`config.mk`:
```
export PLATFORM = sky130hd
export DESIGN_NAME = pointer_chase_multibank
export DESIGN_NICKNAME = d
export VERILOG_FILES = /design/src/rtl/pointer_chase_pkg.sv /design/src/rtl/pointer_chase_multibank_lane_adder_tree.sv /design/src/rtl/pointer_chase_multibank.sv
export SDC_FILE = /design/constraint.sdc
export NUM_CORES = 1
export LEC_CHECK = 0
export CORE_AREA = 8 8 251 132
export DETAILED_ROUTE_END_ITERATION = 7
export DIE_AREA = 0 0 259 140
export PLACE_DENSITY = 0.8
export SYNTH_ARGS = -nofsm -noshare
export SYNTH_HDL_FRONTEND = slang
export SYNTH_SLANG_ARGS = --single-unit
```
`constraint.sdc`:
```
create_clock -name CLK -period 6.1 [get_ports CLK]
set_clock_uncertainty 0.15 [all_clocks]
set_input_delay 1.22 -clock CLK [delete_from_list [all_inputs] [get_ports CLK]]
set_output_delay 1.22 -clock CLK [all_outputs]
set_load 0.05 [all_outputs]
```
`src/rtl/pointer_chase_pkg.sv`:
```
// Shared definitions for the multi-bank pointer-chase microbenchmark:
// controller state encoding and the command-mode bit meanings.
package pointer_chase_pkg;

    // Controller states, in rough order of a command's life cycle.
    typedef enum logic [3:0] {
        IDLE     = 4'd0,
        START    = 4'd1,
        CMD_WAIT = 4'd2,
        CMD      = 4'd3,
        READ     = 4'd4,
        DRAIN    = 4'd5,
        SEND_PTR = 4'd6,
        SEND_SUM = 4'd7,
        GAP      = 4'd8,
        FIN_LO   = 4'd9,
        FIN_HI   = 4'd10
    } state_e;

    // Mode word bit 0: report the pointer only, or the pointer and the checksum.
    localparam logic MODE_PTR = 1'b0;
    localparam logic MODE_SUM = 1'b1;

    // Width of the free-running run-time counter reported at finish.
    localparam int CYC_W = 64;

endpackage

```
`src/rtl/pointer_chase_multibank_lane_adder_tree.sv`:
```
// Combinational pairwise adder tree over every lane of every bank word.
// Lanes are zero-extended to W_SUM and the result wraps mod 2^W_SUM.
module lane_adder_tree #(
    parameter int NUM_LANES = 8,
    parameter int W_D       = 32,
    parameter int W_SUM     = 32
) (
    input  logic [NUM_LANES*W_D-1:0] lanes_i,
    output logic [W_SUM-1:0]         sum_o
);

    // Leaf count rounded up to a power of two; spare leaves contribute zero.
    localparam int LEAVES = 1 << $clog2(NUM_LANES);

    logic [W_SUM-1:0] acc [LEAVES];

    // Load the leaves, then fold pairs level by level down to acc[0].
    always_comb begin
        for (int i = 0; i < NUM_LANES; i++) begin
            acc[i] = W_SUM'(lanes_i[i*W_D +: W_D]);
        end
        for (int i = NUM_LANES; i < LEAVES; i++) begin
            acc[i] = '0;
        end
        for (int w = LEAVES / 2; w > 0; w = w / 2) begin
            for (int i = 0; i < w; i++) begin
                acc[i] = acc[2*i] + acc[2*i+1];
            end
        end
        sum_o = acc[0];
    end

endmodule

```
`src/rtl/pointer_chase_multibank.sv`:
```
// Multi-bank pointer-chase microbenchmark controller. Takes a mode word
// and a list of run sizes from the control channel, streams each run out
// of all banks in lock-step, captures the next pointer from address 0 and
// optionally checksums every lane, then reports results and a 64-bit
// run-time count over the same channel.
module pointer_chase_multibank
    import pointer_chase_pkg::*;
#(
    parameter int SIMD_WIDTH     = 4,
    parameter int LOG_SIMD_WIDTH = 2,
    parameter int W_D            = 32,
    parameter int W_A            = 12,
    parameter int NUM_BANKS      = 2,
    parameter int PTR_LANE       = 0,
    parameter int W_COMM_D       = 32
) (
    input  logic                                CLK,
    input  logic                                RST,
    output logic [W_COMM_D-1:0]                 comm_d,
    output logic                                comm_enq,
    input  logic                                comm_full,
    input  logic [W_COMM_D-1:0]                 comm_q,
    output logic                                comm_deq,
    input  logic                                comm_empty,
    output logic [NUM_BANKS*W_A-1:0]            mem_addr,
    input  logic [NUM_BANKS*W_D*SIMD_WIDTH-1:0] mem_q,
    output logic                                busy
);

    localparam int           LANES    = NUM_BANKS << LOG_SIMD_WIDTH;
    localparam logic [W_A:0] MAX_SIZE = {1'b1, {W_A{1'b0}}};
    localparam logic [W_A:0] SIZE_ONE = (W_A+1)'(1);
    localparam logic [W_A-1:0] ADDR_ONE = W_A'(1);

    state_e              state_q;
    logic                mode_q;
    logic [W_A-1:0]      addr_q;
    logic [W_A:0]        size_q;
    logic [W_A:0]        size_d;
    logic                vld_q;
    logic                first_q;
    logic [W_D-1:0]      ptr_q;
    logic [W_COMM_D-1:0] sum_q;
    logic [W_COMM_D-1:0] sum_d;
    logic [W_COMM_D-1:0] lane_sum;
    logic [CYC_W-1:0]    cyc_q;

    lane_adder_tree #(
        .NUM_LANES (LANES),
        .W_D       (W_D),
        .W_SUM     (W_COMM_D)
    ) u_tree (
        .lanes_i (mem_q),
        .sum_o   (lane_sum)
    );

    assign sum_d = sum_q + lane_sum;

    // Run size from the command word, clamped so the bank address never wraps.
    always_comb begin
        size_d = comm_q[W_A:0];
        if (comm_q > W_COMM_D'(MAX_SIZE)) begin
            size_d = MAX_SIZE;
        end
    end

    // Channel handshakes are decoded straight from the registered state so
    // the dequeued word is on comm_q in the very next state, and so a full or
    // empty flag is honoured in the same cycle it is seen. Reset suppresses
    // both so an interrupted transfer never half-completes.
    assign comm_deq = !RST && !comm_empty &&
                      (state_q == IDLE || state_q == CMD_WAIT);
    assign comm_enq = !RST && !comm_full &&
                      (state_q == SEND_PTR || state_q == SEND_SUM ||
                       state_q == FIN_LO   || state_q == FIN_HI);

    // Enqueue payload: whichever result the current send state reports.
    always_comb begin
        comm_d = '0;
        case (state_q)
            SEND_PTR: comm_d = W_COMM_D'(ptr_q);
            SEND_SUM: comm_d = sum_q;
            FIN_LO:   comm_d = W_COMM_D'(cyc_q);
            FIN_HI:   comm_d = W_COMM_D'(cyc_q >> W_COMM_D);
            default:  comm_d = '0;
        endcase
    end

    assign busy     = (state_q != IDLE);
    assign mem_addr = {NUM_BANKS{addr_q}};

    // Controller: command parsing, address issue, accumulate, report.
    always_ff @(posedge CLK) begin
        if (RST) begin
            state_q <= IDLE;
            mode_q  <= MODE_PTR;
            addr_q  <= '0;
            size_q  <= '0;
            vld_q   <= 1'b0;
            first_q <= 1'b0;
            ptr_q   <= '0;
            sum_q   <= '0;
            cyc_q   <= '0;
        end else begin
            // Read data returns one cycle after its address is issued.
            vld_q   <= (state_q == READ);
            first_q <= (state_q == READ) && (addr_q == '0);
            cyc_q   <= (state_q == IDLE) ? '0 : cyc_q + 64'd1;

            if (vld_q) begin
                sum_q <= sum_d;
                if (first_q) begin
                    ptr_q <= mem_q[PTR_LANE*W_D +: W_D];
                end
            end

            case (state_q)
                IDLE: begin
                    if (!comm_empty) state_q <= START;
                end
                START: begin
                    mode_q  <= comm_q[0];
                    state_q <= CMD_WAIT;
                end
                CMD_WAIT: begin
                    if (!comm_empty) state_q <= CMD;
                end
                CMD: begin
                    if (comm_q == '0) begin
                        state_q <= FIN_LO;
                    end else begin
                        size_q  <= size_d;
                        addr_q  <= '0;
                        sum_q   <= '0;
                        state_q <= READ;
                    end
                end
                READ: begin
                    if ({1'b0, addr_q} == size_q - SIZE_ONE) begin
                        state_q <= DRAIN;
                    end else begin
                        addr_q <= addr_q + ADDR_ONE;
                    end
                end
                DRAIN: begin
                    state_q <= SEND_PTR;
                end
                SEND_PTR: begin
                    if (!comm_full) state_q <= (mode_q == MODE_SUM) ? SEND_SUM : GAP;
                end
                SEND_SUM: begin
                    if (!comm_full) state_q <= GAP;
                end
                GAP: begin
                    state_q <= CMD_WAIT;
                end
                FIN_LO: begin
                    if (!comm_full) state_q <= FIN_HI;
                end
                FIN_HI: begin
                    if (!comm_full) state_q <= IDLE;
                end
                default: begin
                    state_q <= IDLE;
                end
            endcase
        end
    end

endmodule

```
==> summary.md, run 1 <==
| Metric | Value |
|---|---|
| CP Cell Sequence | clkdlybuf4s50_1, inv_1, fa_1, inv_1, fa_1, fa_1, inv_1, fa_1, inv_1, ha_1, buf_4, o21a_1, nor2_1, nand3b_1, a21oi_2, o21ai_1, a31oi_1, a211o_1, a32o_1 |
| Initial antenna violation count | 0 |
| Clk root buf | clkbuf_16 |
| Most numerous cell in the Yosys netlist | inv_1 |
| # port buffers | 350 |
| Buf+Inv Stages, Crit Path | 6 |
| Reg2Reg Depth | 15 |
| CTS Sinks | 160 |
| Top cells by area, synth | fa_1 29%, dfxtp_1 22%, inv_1 7.8% |
| R2r setup slk | 1170 ps |
| Kind of critical path | input pin to flop |
| CP delay by family, top | adder cells |
| Num CTS Buffers | 17 |
| Aggregate global routing overflow | 0 |
| DIE AREA | 36300 sq um |
| Final Cell Area | 19500 sq um |
| Area leader, netlist | fa_1 |
| DR pass1 iterations | 8 |
| Initial core utilization | 49.2% |
| Internal power | 4750 uW |
| #FFs+latches synth | 160 |
| Fin crit period | 6030 ps |
| Worst min path class | flop to flop |
| Vias/cell | 5.35 |
| Tcrit/Tclk final | 98.9% |
| R2R Path End | sum_q[31] |
| First-pass GRT wire length | 71900 um |
| Area growth from synthesis to layout | 33.8% |
| Drt initial violations | 1246 |
| Top_reg_cell synth | dfxtp_1 |
| Fillcell total | 2359 |
| Netlist cell types | 75 |
| I/O Pins | 351 |
| GP Congestion | 0.918 |
| Core Rows | 45 |
| Residual DRC | 0 |
| TritonCTS clock tree | yes |
| Clk Latency, worst-skew pair | 440 ps |
| Peak VDD IR | 381 uV |
| Logic pwr share | 74.6% |
| Worst endpoint required time | 6270 ps |
| Max Cap Viol | 0 |
| Max Buffers Root-to-Sink | 2 |
| Outcome | finished clean |
| LEAKAGE | 0.00842 uW |
| Count of pins over their slew limit | 0 |
| Pwr Density | 448 nW/um^2 |
| Cells after synthesis | 1659 |
| Diodes inserted | 0 |
| Global Route Usage Sum | 24.7% |
| Max_slew headroom | 15.6% |
| Hold Path Sink | ptr_q[29] |
| Clock share of power | 12.4% |
| Hold_sp | ptr_q[29] |
| CP Launch Point | mem_q[11] |
| Core area | 29700 sq um |
| Avg WL per Cell | 18.4 um |
| Number of global-route vias before repair | 13700 |
| Flop pwr share | 13.0% |
| R2R Path Start | sum_q[5] |
| Sw frac | 45.7% |
| EDFF count, synth | 0 |
| Fin util | 65.8% |
| Pin slew with the least headroom to its limit | 1270 ps |
| Worst setup SP type | input pin |
| FFs w/ async S/R, synth | 0% |
| Share of the synthesized area in the top cell type | 29.2% |
| Worst-path maximum fanout | 5 |
| Layout cells sized above 1 | 7.68% |
| Detailed-route via count | 13100 |
| # setup viols final | 0 |
| Detailed placement HPWL | 36600 um |
| Pin count of the biggest net entering global routing | 65 |
| Fmax | 166 MHz |
| Syn Area/Cell | 8.80 sq um |
| Critical Path Sink Type | flop |
| Final hold vios | 0 |
| Syn Std Cell Area | 14600 sq um |
| Crit-path max cell delay | 550 ps |
| Final setup margin | 66.4 ps |
| Hold depth | 2 |
| Die width | 259 um |
| Unrepaired setup endpoints after global routing | true |
| Htree depth | 4 |
| CTS Hold Bufs | 0 |
| Setup TNS | 0 ps |
| P_sw | 4000 uW |
| Synth top cells by count | 303 x inv_1, 213 x fa_1, 192 x nand2_1, 160 x dfxtp_1, 117 x nor2_1 |
| Final net count | 2572 |
| Worst-path clk slew | 70 ps |
| Stages on worst setup path | 19 |
| Syn. warnings | 0 |
| Die Y | 140 um |
| Routed Antenna Nets | 0 |
| Placement Cell Area | 18900 sq um |
| CP max stage cell | fa_1 |
| Post-synthesis sequential area ratio | 21.9% |
| Net Count, Synth | 2200 |
| Detailed-route wire length | 45000 um |
| Arrival @ worst endpoint | 6210 ps |
| Pre-CTS setup slack | -592 ps |
cells in the final DEF (no fill, tap or decap), types with 5 or more instances in the layout:
cell type and count:
xnor2_1 48, o21ai_0 23, dfxtp_1 159, mux2i_1 22
nor3b_1 6, and2_1 6, nand3b_1 11, nand2_1 192
nor2b_1 6, xor2_1 58, nand2b_1 8, clkdlybuf4s50_1 348
a211oi_1 5, ha_1 32, inv_1 303, nand3_1 50
fa_1 210, a22o_1 11, o21ai_1 19, or4_1 6
or3_1 22, clkbuf_16 17, and3_1 23, nor3_1 9
a21oi_1 81, a222oi_1 32, nor2_1 113, nand4_1 17
a21o_1 10, buf_4 81, nor4_1 12
cells by family (layout without fill, tap and decap cells):
family | after synthesis | count (layout) | share of synthesized area (%)
xor+xnor | 106 | 106 | 6.36
buf+inv | 381 | 766 | 10.2
fa+ha+maj | 249 | 249 | 32.3
compound gates | 230 | 230 | 10.6
simple gates | 508 | 508 | 16.8
flops | 160 | 160 | 21.9
mux | 25 | 25 | 1.74
power groups by stage:
stage / logic (uW) / registers [uW] / clock network [uW]
4_1_cts: 6210 / 1140 / 1090
6_report: 6530 / 1140 / 1080
3_3_place_gp: 5920 / 1160 / 0
2_1_floorplan: 3880 / 1130 / 0
5_1_grt: 7250 / 1140 / 1140
3_5_place_dp: 6100 / 1160 / 0
tightest hold or removal path: stages (launching register included):
cell and delay, ps:
dfxtp_1 310, nand2_1 50, a21oi_1 50
through the flow:
| stage | cells | power [uW] | hold slack (ps) |
|---|---|---|---|
| after floorplan | 1659 | 5010 | 286 |
| after global placement | 2410 | 7070 | 295 |
| after detailed placement | 2410 | 7250 | 299 |
| after CTS | 2442 | 8440 | 308 |
| after global routing | 2443 | 9530 | 324 |
| final | 2443 | 8750 | 308 |
what timing repair did:
item / in CTS / in global routing
resized for setup: 5 / 21
pin swaps: 1 / 5
setup endpoints to repair: 2 / 9
setup buffers: 0 / 1
per-layer routing:
metal  part of all wire, %  track usage (%)  wire length (um)
met1                    43             33.4             19200
met3                   8.1             5.34              3650
met5                     0                0                 0
met2                    47             40.5             21400
met4                   1.8             5.07               799
worst max-delay path by stage:
stage,endpoint,slack (ps)
2_1_floorplan,sum_q[24],410
6_report,sum_q[31],70
3_3_place_gp,sum_q[24],-420
3_5_place_dp,sum_q[24],-590
4_1_cts,sum_q[30],20
5_1_grt,sum_q[31],-70
layout make-up:
class	count	area (sq um)	area share, %
clock inverters	14	148	0.756
flip-flops and latches	160	3200	16.4
clock buffers	18	439	2.25
repair buffers	431	4110	21.0
multi-input cells	1118	10000	51.2
inverters	303	1140	5.82
well taps	399	499	2.56
registers in the layout, indices dropped and copies added, names as in the netlist:
name     count
ptr_q       32
state_q      4
mode_q       1
addr_q      12
cyc_q       64
size_q      13
sum_q       32
vld_q        1
first_q      1
No activity file was read; power rests on OpenSTA's default activity.
==> run 2, diff against run 1 <==
Settings changed: CORE_AREA 8 8 251 132 to 8 8 246 130, DIE_AREA 0 0 259 140 to 0 0 254 138, PLACE_DENSITY 0.8 to 0.83, TNS_END_PERCENT from default to 30.
==> run 2 against run 1 <==
Via count grew 0.48%; hold slack lost 0.64 ps; critical path type unchanged; clock power is essentially flat; cell count shrank 0.16%; global-route usage grew 0.92 points; design area shrank 0.14%; sequential share of layout area is essentially flat; utilization grew 2.8 points; maximum frequency grew 1.5%; first-iteration DRC count grew 18%.
==> summary.md, run 2 (synthesis gave the netlist of run 1 again) <==
| Metric | Value |
|---|---|
| Global Route Usage Sum | 25.6% (+0.92 points) |
| Area growth from synthesis to layout | 33.6% |
| Htree depth | 4 (unchanged) |
| Final Cell Area | 19500 sq um (-0.14%) |
| Avg WL per Cell | 18.4 um (+0.12%) |
| Routed Antenna Nets | 0 (unchanged) |
| Max Cap Viol | 0 (unchanged) |
| Pin count of the biggest net entering global routing | 65 (unchanged) |
| Detailed-route via count | 13100 (+0.48%) |
| Top Registers | cyc_q (64), ptr_q (32), sum_q (32) |
| Die width | 254 um (-1.9%) |
| Count of pins over their slew limit | 0 (unchanged) |
| Fin crit period | 5940 ps (-90.6 ps) |
| Worst setup SP type | input pin |
| DR pass1 iterations | 8 (unchanged) |
| Aggregate global routing overflow | 0 (unchanged) |
| Max Buffers Root-to-Sink | 2 (unchanged) |
| Pre-CTS setup slack | -571 ps (+20.9 ps) |
| Max reg flops | 64 (unchanged) |
| LEAKAGE | 0.00839 uW (-0.29%) |
| Worst min path class | flop to flop |
| Worst endpoint required time | 6330 ps (+60 ps) |
| Detailed placement HPWL | 37200 um (+1.8%) |
| CTS Hold Bufs | 0 (unchanged) |
| I/O Pins | 351 (unchanged) |
| Worst-path clk slew | 70 ps (about the same) |
| Final hold vios | 0 (unchanged) |
| Most common cell after layout, fill and taps aside | clkdlybuf4s50_1 |
| # setup viols final | 0 (unchanged) |
| Most frequent cells in the layout | 349 x clkdlybuf4s50_1, 303 x inv_1, 210 x fa_1 |
| Kind of critical path | input pin to flop |
| Arrival @ worst endpoint | 6170 ps (-40 ps) |
| Placement Cell Area | 18800 sq um (about the same) |
| Pwr Density | 446 nW/um^2 (-0.50%) |
| Num CTS Buffers | 17 (unchanged) |
| Final non-filler cell total | 2439 (-0.16%) |
| GP Congestion | 0.900 (-1.9%) |
| Vias/cell | 5.39 (+0.65%) |
| Largest reg by FF count | cyc_q |
| Hold_ws | 308 ps (-0.639 ps) |
| Core Rows | 44 (-2.2%) |
| Initial antenna violation count | 4 (+4) |
| Core area | 28400 sq um (-4.3%) |
| CTS Sinks | 160 (unchanged) |
| Clk Latency, worst-skew pair | 440 ps (about the same) |
| Tcrit/Tclk final | 97.4% (-1.5 points) |
| Drt initial violations | 1474 (+18%) |
| Final net count | 2572 (unchanged) |
| Max_slew headroom | 15.5% (-0.099 points) |
| Layout cells sized above 1 | 7.58% (-0.098 points) |
| Residual DRC | 0 (unchanged) |
| Outcome | finished clean |
| Final setup margin | 157 ps (+90.6 ps) |
| TritonCTS clock tree | yes |
| Pin slew with the least headroom to its limit | 1270 ps (-1.58 ps) |
| DIE AREA | 35100 sq um (-3.3%) |
| Initial core utilization | 51.4% (+2.2 points) |
| Placed Instances | 2403 (-0.29%) |
| Die Y | 138 um (-1.4%) |
| Peak VDD IR | 358 uV (-6.0%) |
| Worst-path maximum fanout | 2 (-3) |
| Clk root buf | clkbuf_16 |
| # port buffers | 350 (unchanged) |
| First-pass GRT wire length | 72000 um (+0.12%) |
| Detailed-route wire length | 45000 um (about the same) |
| Number of global-route vias before repair | 13600 (-0.48%) |
| Critical Path Sink Type | flop |
| Fmax | 168 MHz (+1.5%) |
[run 2: cell types whose count changed in the layout (fill, tap and decap cells not counted), sizes merged]
cell,previous run,this run
diode,0,4
clkdlybuf4s50,348,349
clkbuf,18,19
dlymetal6s2s,1,0
clkinv,6,3
clkinvlp,1,4
inv,309,308
[run 2: area by class of cell]
class	count	area, sq um
diodes	4	10.0
clock buffers	19	443
clock inverters	13	128
fillers	2190	8900
inverters	303	1140
multi-input cells	1118	9990
flip-flops and latches	160	3200
well taps	391	489
repair buffers	431	4110
[run 2: where the power goes]
part	switching, uW	internal, uW	total (uW)
clock	478	580	1060
combinational	3440	3060	6500
sequential	61.9	1080	1140
total	3980	4720	8700
[run 2: metal layers]
layer	global-route usage [%]	wire, um	vias to the layer above
li1	-	-	6079
met1	33.8	18900	6394
met2	41.6	21300	584
met3	6.38	3770	81
met4	6.84	998	0
met5	0	0	-
[run 2: metrics by stage]
step / TNS (ps) / power (uW) / util (%)
finish: 0 / 8700 / 68.7
global route: -13.4 / 9430 / 68.7
CTS: 0 / 8390 / 68.4
detailed placement: -4750 / 7270 / 66.3
global placement: -3280 / 7120 / 66.3
floorplan: 0 / 5010 / -
[run 2: worst paths after layout]
| path | start | to | slack, ps | cells past startpoint |
|---|---|---|---|---|
| max | mem_q[2] | sum_q[24] | 160 | 20 |
| min | ptr_q[25] | ptr_q[25] | 310 | 2 |
| max reg2reg | sum_q[2] | sum_q[24] | 1180 | 17 |
| min reg2reg | ptr_q[25] | ptr_q[25] | 310 | 2 |
[run 2: repair_timing]
action / in CTS / in global routing
endpoints found under the setup margin: 2 / 8
setup buffers: 0 / 0
pin swaps: 1 / 8
gates resized for setup: 4 / 19
[run 2: critical path, cell delays in order]
cell and delay, ps:
clkdlybuf4s50_1 490, inv_1 70, fa_1 530, inv_1 60
fa_1 490, fa_1 510, inv_1 60, fa_1 550
inv_1 70, ha_2 210, fa_2 360, a21oi_2 180
o22ai_2 130, a21oi_1 150, buf_4 160, a21oi_4 70
a21oi_2 180, o21ai_1 120, or4_1 480, nand3_1 100
